$ cat src/rtl/paquete_condicion.sv
// Shared constants for the conditional-execution stage and its users.
//   COND_EQ..COND_NV : ARM 4-bit condition-field encodings
//   IDX_N/Z/C/V      : bit positions of each flag inside an NZCV vector
//   NZCV_W, CNT_W    : flag-vector and statistics-counter widths
package paquete_condicion;

    localparam int unsigned NZCV_W = 4;
    localparam int unsigned COND_W = 4;
    localparam int unsigned CNT_W  = 16;

    localparam logic [1:0] IDX_N = 2'd3;
    localparam logic [1:0] IDX_Z = 2'd2;
    localparam logic [1:0] IDX_C = 2'd1;
    localparam logic [1:0] IDX_V = 2'd0;

    localparam logic [COND_W-1:0] COND_EQ = 4'b0000;
    localparam logic [COND_W-1:0] COND_NE = 4'b0001;
    localparam logic [COND_W-1:0] COND_CS = 4'b0010;
    localparam logic [COND_W-1:0] COND_CC = 4'b0011;
    localparam logic [COND_W-1:0] COND_MI = 4'b0100;
    localparam logic [COND_W-1:0] COND_PL = 4'b0101;
    localparam logic [COND_W-1:0] COND_VS = 4'b0110;
    localparam logic [COND_W-1:0] COND_VC = 4'b0111;
    localparam logic [COND_W-1:0] COND_HI = 4'b1000;
    localparam logic [COND_W-1:0] COND_LS = 4'b1001;
    localparam logic [COND_W-1:0] COND_GE = 4'b1010;
    localparam logic [COND_W-1:0] COND_LT = 4'b1011;
    localparam logic [COND_W-1:0] COND_GT = 4'b1100;
    localparam logic [COND_W-1:0] COND_LE = 4'b1101;
    localparam logic [COND_W-1:0] COND_AL = 4'b1110;
    localparam logic [COND_W-1:0] COND_NV = 4'b1111;

endpackage

$ cat src/rtl/evaluador_condicion_if.sv
// Handshake bundle between ALU, conditional-execution stage and writeback.
//   upstream  : in_valid/in_ready, in_cond, in_setflags, in_resultado, ALU flags
//   downstream: out_valid/out_ready, out_ejecutar, out_resultado
// Modports: slave = the stage itself, master = the environment driving it.
interface evaluador_condicion_if #(
    parameter int unsigned N = 8
);
    import paquete_condicion::*;

    logic              in_valid;
    logic              in_ready;
    logic [COND_W-1:0] in_cond;
    logic              in_setflags;
    logic [N-1:0]      in_resultado;
    logic              in_flagNegativo;
    logic              in_flagCero;
    logic              in_flagCarry;
    logic              in_flagOverflow;

    logic              out_valid;
    logic              out_ready;
    logic              out_ejecutar;
    logic [N-1:0]      out_resultado;

    modport slave (
        input  in_valid, in_cond, in_setflags, in_resultado,
               in_flagNegativo, in_flagCero, in_flagCarry, in_flagOverflow,
               out_ready,
        output in_ready, out_valid, out_ejecutar, out_resultado
    );

    modport master (
        output in_valid, in_cond, in_setflags, in_resultado,
               in_flagNegativo, in_flagCero, in_flagCarry, in_flagOverflow,
               out_ready,
        input  in_ready, out_valid, out_ejecutar, out_resultado
    );

endinterface

$ cat src/rtl/evaluar_condicion.sv
// Combinational ARM condition check: does `cond` pass against flags `nzcv`?
//   cond   : 4-bit condition field
//   nzcv   : {N,Z,C,V}
//   pass_c : 1 when the instruction must execute
module evaluar_condicion
    import paquete_condicion::*;
(
    input  logic [COND_W-1:0] cond,
    input  logic [NZCV_W-1:0] nzcv,
    output logic              pass_c
);

    logic n, z, c, v;

    always_comb begin
        n      = nzcv[IDX_N];
        z      = nzcv[IDX_Z];
        c      = nzcv[IDX_C];
        v      = nzcv[IDX_V];
        pass_c = 1'b0;
        case (cond)
            COND_EQ: pass_c = z;
            COND_NE: pass_c = !z;
            COND_CS: pass_c = c;
            COND_CC: pass_c = !c;
            COND_MI: pass_c = n;
            COND_PL: pass_c = !n;
            COND_VS: pass_c = v;
            COND_VC: pass_c = !v;
            COND_HI: pass_c = c && !z;
            COND_LS: pass_c = !c || z;
            COND_GE: pass_c = (n == v);
            COND_LT: pass_c = (n != v);
            COND_GT: pass_c = !z && (n == v);
            COND_LE: pass_c = z || (n != v);
            COND_AL: pass_c = 1'b1;
            default: pass_c = 1'b0;  // NV never executes
        endcase
    end

endmodule

$ cat src/rtl/evaluador_condicion.sv
// Conditional-execution stage: holds architectural NZCV, decides whether each
// ALU result commits, and updates flags only for executed S-instructions.
// Single output register with valid/ready on both sides.
//   clk, rst_n     : clock, async active-low reset
//   bus (slave)    : upstream/downstream handshake and payload
//   flags_nzcv     : architectural flags {N,Z,C,V}
//   cnt_ejecutadas, cnt_anuladas : saturating accept statistics, present only
//                    when EVALUADOR_CONTADORES_EN is defined
module evaluador_condicion
    import paquete_condicion::*;
(
    input  logic               clk,
    input  logic               rst_n,
    evaluador_condicion_if.slave bus,
    output logic [NZCV_W-1:0]  flags_nzcv
`ifdef EVALUADOR_CONTADORES_EN
    ,
    output logic [CNT_W-1:0]   cnt_ejecutadas,
    output logic [CNT_W-1:0]   cnt_anuladas
`endif
);

    logic pass_c;
    logic accept_c;

    // Evaluated against the current flag register; a dependent instruction in
    // the next cycle sees the value written at this accept edge.
    evaluar_condicion u_evaluar (
        .cond   (bus.in_cond),
        .nzcv   (flags_nzcv),
        .pass_c (pass_c)
    );

    assign bus.in_ready = !bus.out_valid || bus.out_ready;
    assign accept_c     = bus.in_valid && bus.in_ready;

    // Output register and flag register
    always_ff @(posedge clk or negedge rst_n) begin
        if (!rst_n) begin
            bus.out_valid     <= 1'b0;
            bus.out_ejecutar  <= 1'b0;
            bus.out_resultado <= '0;
            flags_nzcv        <= '0;
        end else if (accept_c) begin
            bus.out_valid     <= 1'b1;
            bus.out_ejecutar  <= pass_c;
            bus.out_resultado <= bus.in_resultado;
            if (pass_c && bus.in_setflags) begin
                flags_nzcv <= {bus.in_flagNegativo, bus.in_flagCero,
                               bus.in_flagCarry, bus.in_flagOverflow};
            end
        end else if (bus.out_ready) begin
            bus.out_valid <= 1'b0;
        end
    end

`ifdef EVALUADOR_CONTADORES_EN
    // Saturating executed/annulled counters
    always_ff @(posedge clk or negedge rst_n) begin
        if (!rst_n) begin
            cnt_ejecutadas <= '0;
            cnt_anuladas   <= '0;
        end else if (accept_c) begin
            if (pass_c) begin
                if (cnt_ejecutadas != '1) begin
                    cnt_ejecutadas <= cnt_ejecutadas + CNT_W'(1);
                end
            end else begin
                if (cnt_anuladas != '1) begin
                    cnt_anuladas <= cnt_anuladas + CNT_W'(1);
                end
            end
        end
    end
`endif

endmodule
$ cat src/flat_wrapper.sv
// flat-port wrapper written by rule: the top's interface ports become plain ports
module evaluador_condicion_flat import paquete_condicion::*;
  (clk, rst_n, flags_nzcv, bus_in_valid, bus_in_cond, bus_in_setflags, bus_in_resultado, bus_in_flagNegativo, bus_in_flagCero, bus_in_flagCarry, bus_in_flagOverflow, bus_out_ready, bus_in_ready, bus_out_valid, bus_out_ejecutar, bus_out_resultado);
  evaluador_condicion_if bus_i ();
  input  logic clk;
  input  logic rst_n;
  output logic [NZCV_W-1:0] flags_nzcv;
  input wire logic [$bits(bus_i.in_valid)-1:0] bus_in_valid;
  input wire logic [$bits(bus_i.in_cond)-1:0] bus_in_cond;
  input wire logic [$bits(bus_i.in_setflags)-1:0] bus_in_setflags;
  input wire logic [$bits(bus_i.in_resultado)-1:0] bus_in_resultado;
  input wire logic [$bits(bus_i.in_flagNegativo)-1:0] bus_in_flagNegativo;
  input wire logic [$bits(bus_i.in_flagCero)-1:0] bus_in_flagCero;
  input wire logic [$bits(bus_i.in_flagCarry)-1:0] bus_in_flagCarry;
  input wire logic [$bits(bus_i.in_flagOverflow)-1:0] bus_in_flagOverflow;
  input wire logic [$bits(bus_i.out_ready)-1:0] bus_out_ready;
  output wire logic [$bits(bus_i.in_ready)-1:0] bus_in_ready;
  output wire logic [$bits(bus_i.out_valid)-1:0] bus_out_valid;
  output wire logic [$bits(bus_i.out_ejecutar)-1:0] bus_out_ejecutar;
  output wire logic [$bits(bus_i.out_resultado)-1:0] bus_out_resultado;
  assign bus_i.in_valid = bus_in_valid;
  assign bus_i.in_cond = bus_in_cond;
  assign bus_i.in_setflags = bus_in_setflags;
  assign bus_i.in_resultado = bus_in_resultado;
  assign bus_i.in_flagNegativo = bus_in_flagNegativo;
  assign bus_i.in_flagCero = bus_in_flagCero;
  assign bus_i.in_flagCarry = bus_in_flagCarry;
  assign bus_i.in_flagOverflow = bus_in_flagOverflow;
  assign bus_i.out_ready = bus_out_ready;
  assign bus_in_ready = bus_i.in_ready;
  assign bus_out_valid = bus_i.out_valid;
  assign bus_out_ejecutar = bus_i.out_ejecutar;
  assign bus_out_resultado = bus_i.out_resultado;
  evaluador_condicion u_core (.clk(clk), .rst_n(rst_n), .bus(bus_i), .flags_nzcv(flags_nzcv));
endmodule
$ cat config.mk
export PLATFORM = sky130hd
export DESIGN_NAME = evaluador_condicion_flat
export DESIGN_NICKNAME = d
export VERILOG_FILES = /design/src/rtl/paquete_condicion.sv /design/src/rtl/evaluador_condicion_if.sv /design/src/rtl/evaluar_condicion.sv /design/src/rtl/evaluador_condicion.sv /design/src/flat_wrapper.sv
export SDC_FILE = /design/constraint.sdc
export NUM_CORES = 1
export LEC_CHECK = 0
export ABC_AREA = 1
export BUFFER_PORTS_ARGS = -buffer_cell sky130_fd_sc_hd__buf_2
export CAP_MARGIN = 40
export CORE_MARGIN = 8
export CORE_UTILIZATION = 25
export CTS_BUF_LIST = sky130_fd_sc_hd__clkbuf_4 sky130_fd_sc_hd__clkbuf_8
export DETAILED_ROUTE_END_ITERATION = 8
export HOLD_SLACK_MARGIN = 0.06
export SYNTH_ARGS = -nofsm -noshare
export SYNTH_HDL_FRONTEND = slang
export SYNTH_SLANG_ARGS = --single-unit
$ cat constraint.sdc
create_clock -name clk -period 2.4 [get_ports clk]
set_input_delay 0.48 -clock clk [delete_from_list [all_inputs] [get_ports clk]]
set_output_delay 0.48 -clock clk [all_outputs]
set_load 0.02 [all_outputs]
==> results.ini <==
[pwr]
seq_power_share_pct = 38.4
switching_power_uw = 403.4
pwr-share-clk_pct = 17.9
cellLeakagePower_uw = 0.0006136
intPower_uw = 530.9
ir_worst_vdd_mv = 0.3360
powerDensity_nw_per_um2 = 885.8
switching_share_pct = 43.17
p_comb_share_pct = 43.7

[final_layout]
num_antenna_cells = 0
layout-drive-gt1-share_pct = 32.89
post-route-util_pct = 34.55
fin_area_um2 = 1055
syn_to_final_growth_pct = 30.70
fin_nets = 171

[timing]
drv_slew = 0
fin_skew_ps = 0.9649
setup_viol = 0
grt_setup_unrepaired = false
layout_setup_ws_ps = 989.5
finalCritPeriodShare_pct = 58.77
fin_setup_tns_ps = 0
hold_viol = 0
slew_headroom_pct = 74.89
worst_slew_pin_slew_ps = 375.8
fmax_mhz = 709.0
fin_crit_ps = 1410

[clock_tree]
ctsResizeCount = 0
numClockSinks = 14
postCtsHoldBufs = 0
insertion_delay_ps = 270
cts_made_buffers = 3
htree_levels = 1
cts_tree = built
post_cts_buffers = 0
cts_buffer_depth = 2
path_clk_slew_ps = 80
clockRootBuffer = clkbuf_4

[die]
die_y_um = 72.82
io_pins = 36
initial_utilization_pct = 26.43
rows = 20
die_w_um = 72.82
coreArea_um2 = 3053
dieArea_um2 = 5302

[global_route]
antenna_found_initial = 0
grt_usage_pct = 8.779
grt_max_degree = 15
grt_pass1_vias = 901
overflow = 0
grt_pass1_wl_mm = 3.905

[synthesis]
async_flop_share_pct = 100.0
synth-edff-count = 0
ys_seq_area_share_pct = 43.41
synth_warnings = 0
synth_common_cells = nand2_1 (57), dfrtp_1 (14), nand3_1 (10)
synth.avg_cell_area_um2 = 7.142
synth_nets = 134
syn-cell-area_um2 = 807.0
synth_cell_types = 16
synth.area.top_cells = dfrtp_1 (43%), nand2_1 (27%), nand3_1 (6.2%)
ys_ff_latch = 14
synth_top_cell_by_area = dfrtp_1
synth.most_common_cell = nand2_1
ys.flop_type = dfrtp_1
syn_inst = 113
netlist.area_leader.share_pct = 43.41

[drt]
ant_nets = 0
first_pass_iters = 4
wl_per_cell_um = 11.21
vias = 812
initialDrtViolationCount = 47
drcViolationCount = 0
viasPerCell = 4.207
finalWirelength_mm = 2.163

[critical_path]
worstPathArrival_ps = 930
cp-start-kind = flop
required_ps = 1920
reg2reg_from = u_core.bus.out_valid
end_kind = output port
worst-setup-path-type = flop to output port
crit_start = u_core.bus.out_valid
path_max_fanout = 3
reg2reg_depth = 6
rrSetupSlack_ps = 1010

[placement]
placed_cell_area_um2 = 1018
globalplace.congestion = 0.9114
portBuffers = 35
dp_slack_ps = 795.9
dp_hpwl_mm = 1.793

[run]
maxCapViolations = 0

[worst_hold_path]
hold_path.class = input port to async pin

[status]
status = finished, final reports clean

==> registers in the layout, summed over array words and instances (netlist names) <==
register	cells
u_core.bus.out_resultado	8
u_core.flags_nzcv	4
u_core.bus.out_ejecutar	1
u_core.bus.out_valid	1
==> kinds of logic after synthesis <==
kind of cell,after synthesis,share of synthesized area (%)
buffers and inverters,14,7.442
DFF,14,43.41
AOI/OAI and AO/OA,1,1.085
and+or+nand+nor,84,48.06
==> worst paths after layout <==
| path | to |
|---|---|
| worst max register to register | u_core.flags_nzcv[3] |
| min in group clk | u_core.bus.out_resultado[2] |
| worst max-delay path | bus_in_ready |
| worst min register to register | u_core.bus.out_resultado[1] |
| worst min-delay path | u_core.bus.out_resultado[5] |
| max in group asynchronous | u_core.bus.out_valid |
==> placed cells by master (no fill, tap or decap) <==
cell,Yosys,routed
nand2_1,57,57
buf_2,0,35
dfrtp_1,14,14
nand3_1,10,10
inv_1,7,7
nor2_1,6,6
nand4_1,4,4
inv_2,3,3
clkbuf_4,0,3
nand2_2,2,2
nand3_4,2,2
clkinv_1,1,1
nand3_2,1,1
nor2_4,1,1
nand3b_1,1,1
a21oi_2,1,1
clkbuf_8,0,1
==> routing by layer <==
metal  vias up  track usage [%]  wire length, um
met3         0            3.434              203
met1       351            10.99             1016
li1        423                -                -
met4         0            2.444                0
met5         -                0                0
met2        38            13.52              944
==> per-stage QoR <==
step,total power [uW],hold WS [ps],std cells
final,934.3,82.99,193
after global placement,770.0,393.6,189
after CTS,949.1,86.24,193
after floorplan,635.4,184.4,113
after detailed placement,778.6,392.9,189
after global routing,1016,104.1,193
==> power groups by stage <==
stage               registers, uW  logic [uW]  clock network (uW)
finish                        359         408                 167
global route                  369         464                 183
CTS                           359         416                 174
detailed placement            362         417                   0
global placement              363         407                   0
floorplan                     428         208                   0
==> worst max-delay path, cell delays in order, from the launching register on <==
cell and delay, ps:
dfrtp_1 380, nand2_1 100, buf_2 170
==> layout make-up <==
cell class	count	area, um2
fill	356	1998
sequential	14	350.3
clock buffer	4	36.28
timing repair buffer	35	175.2
multi-input combinational	85	396.6
inverter	11	41.29
tap	44	55.05
Note: power is estimated with default switching activity, not from simulation.
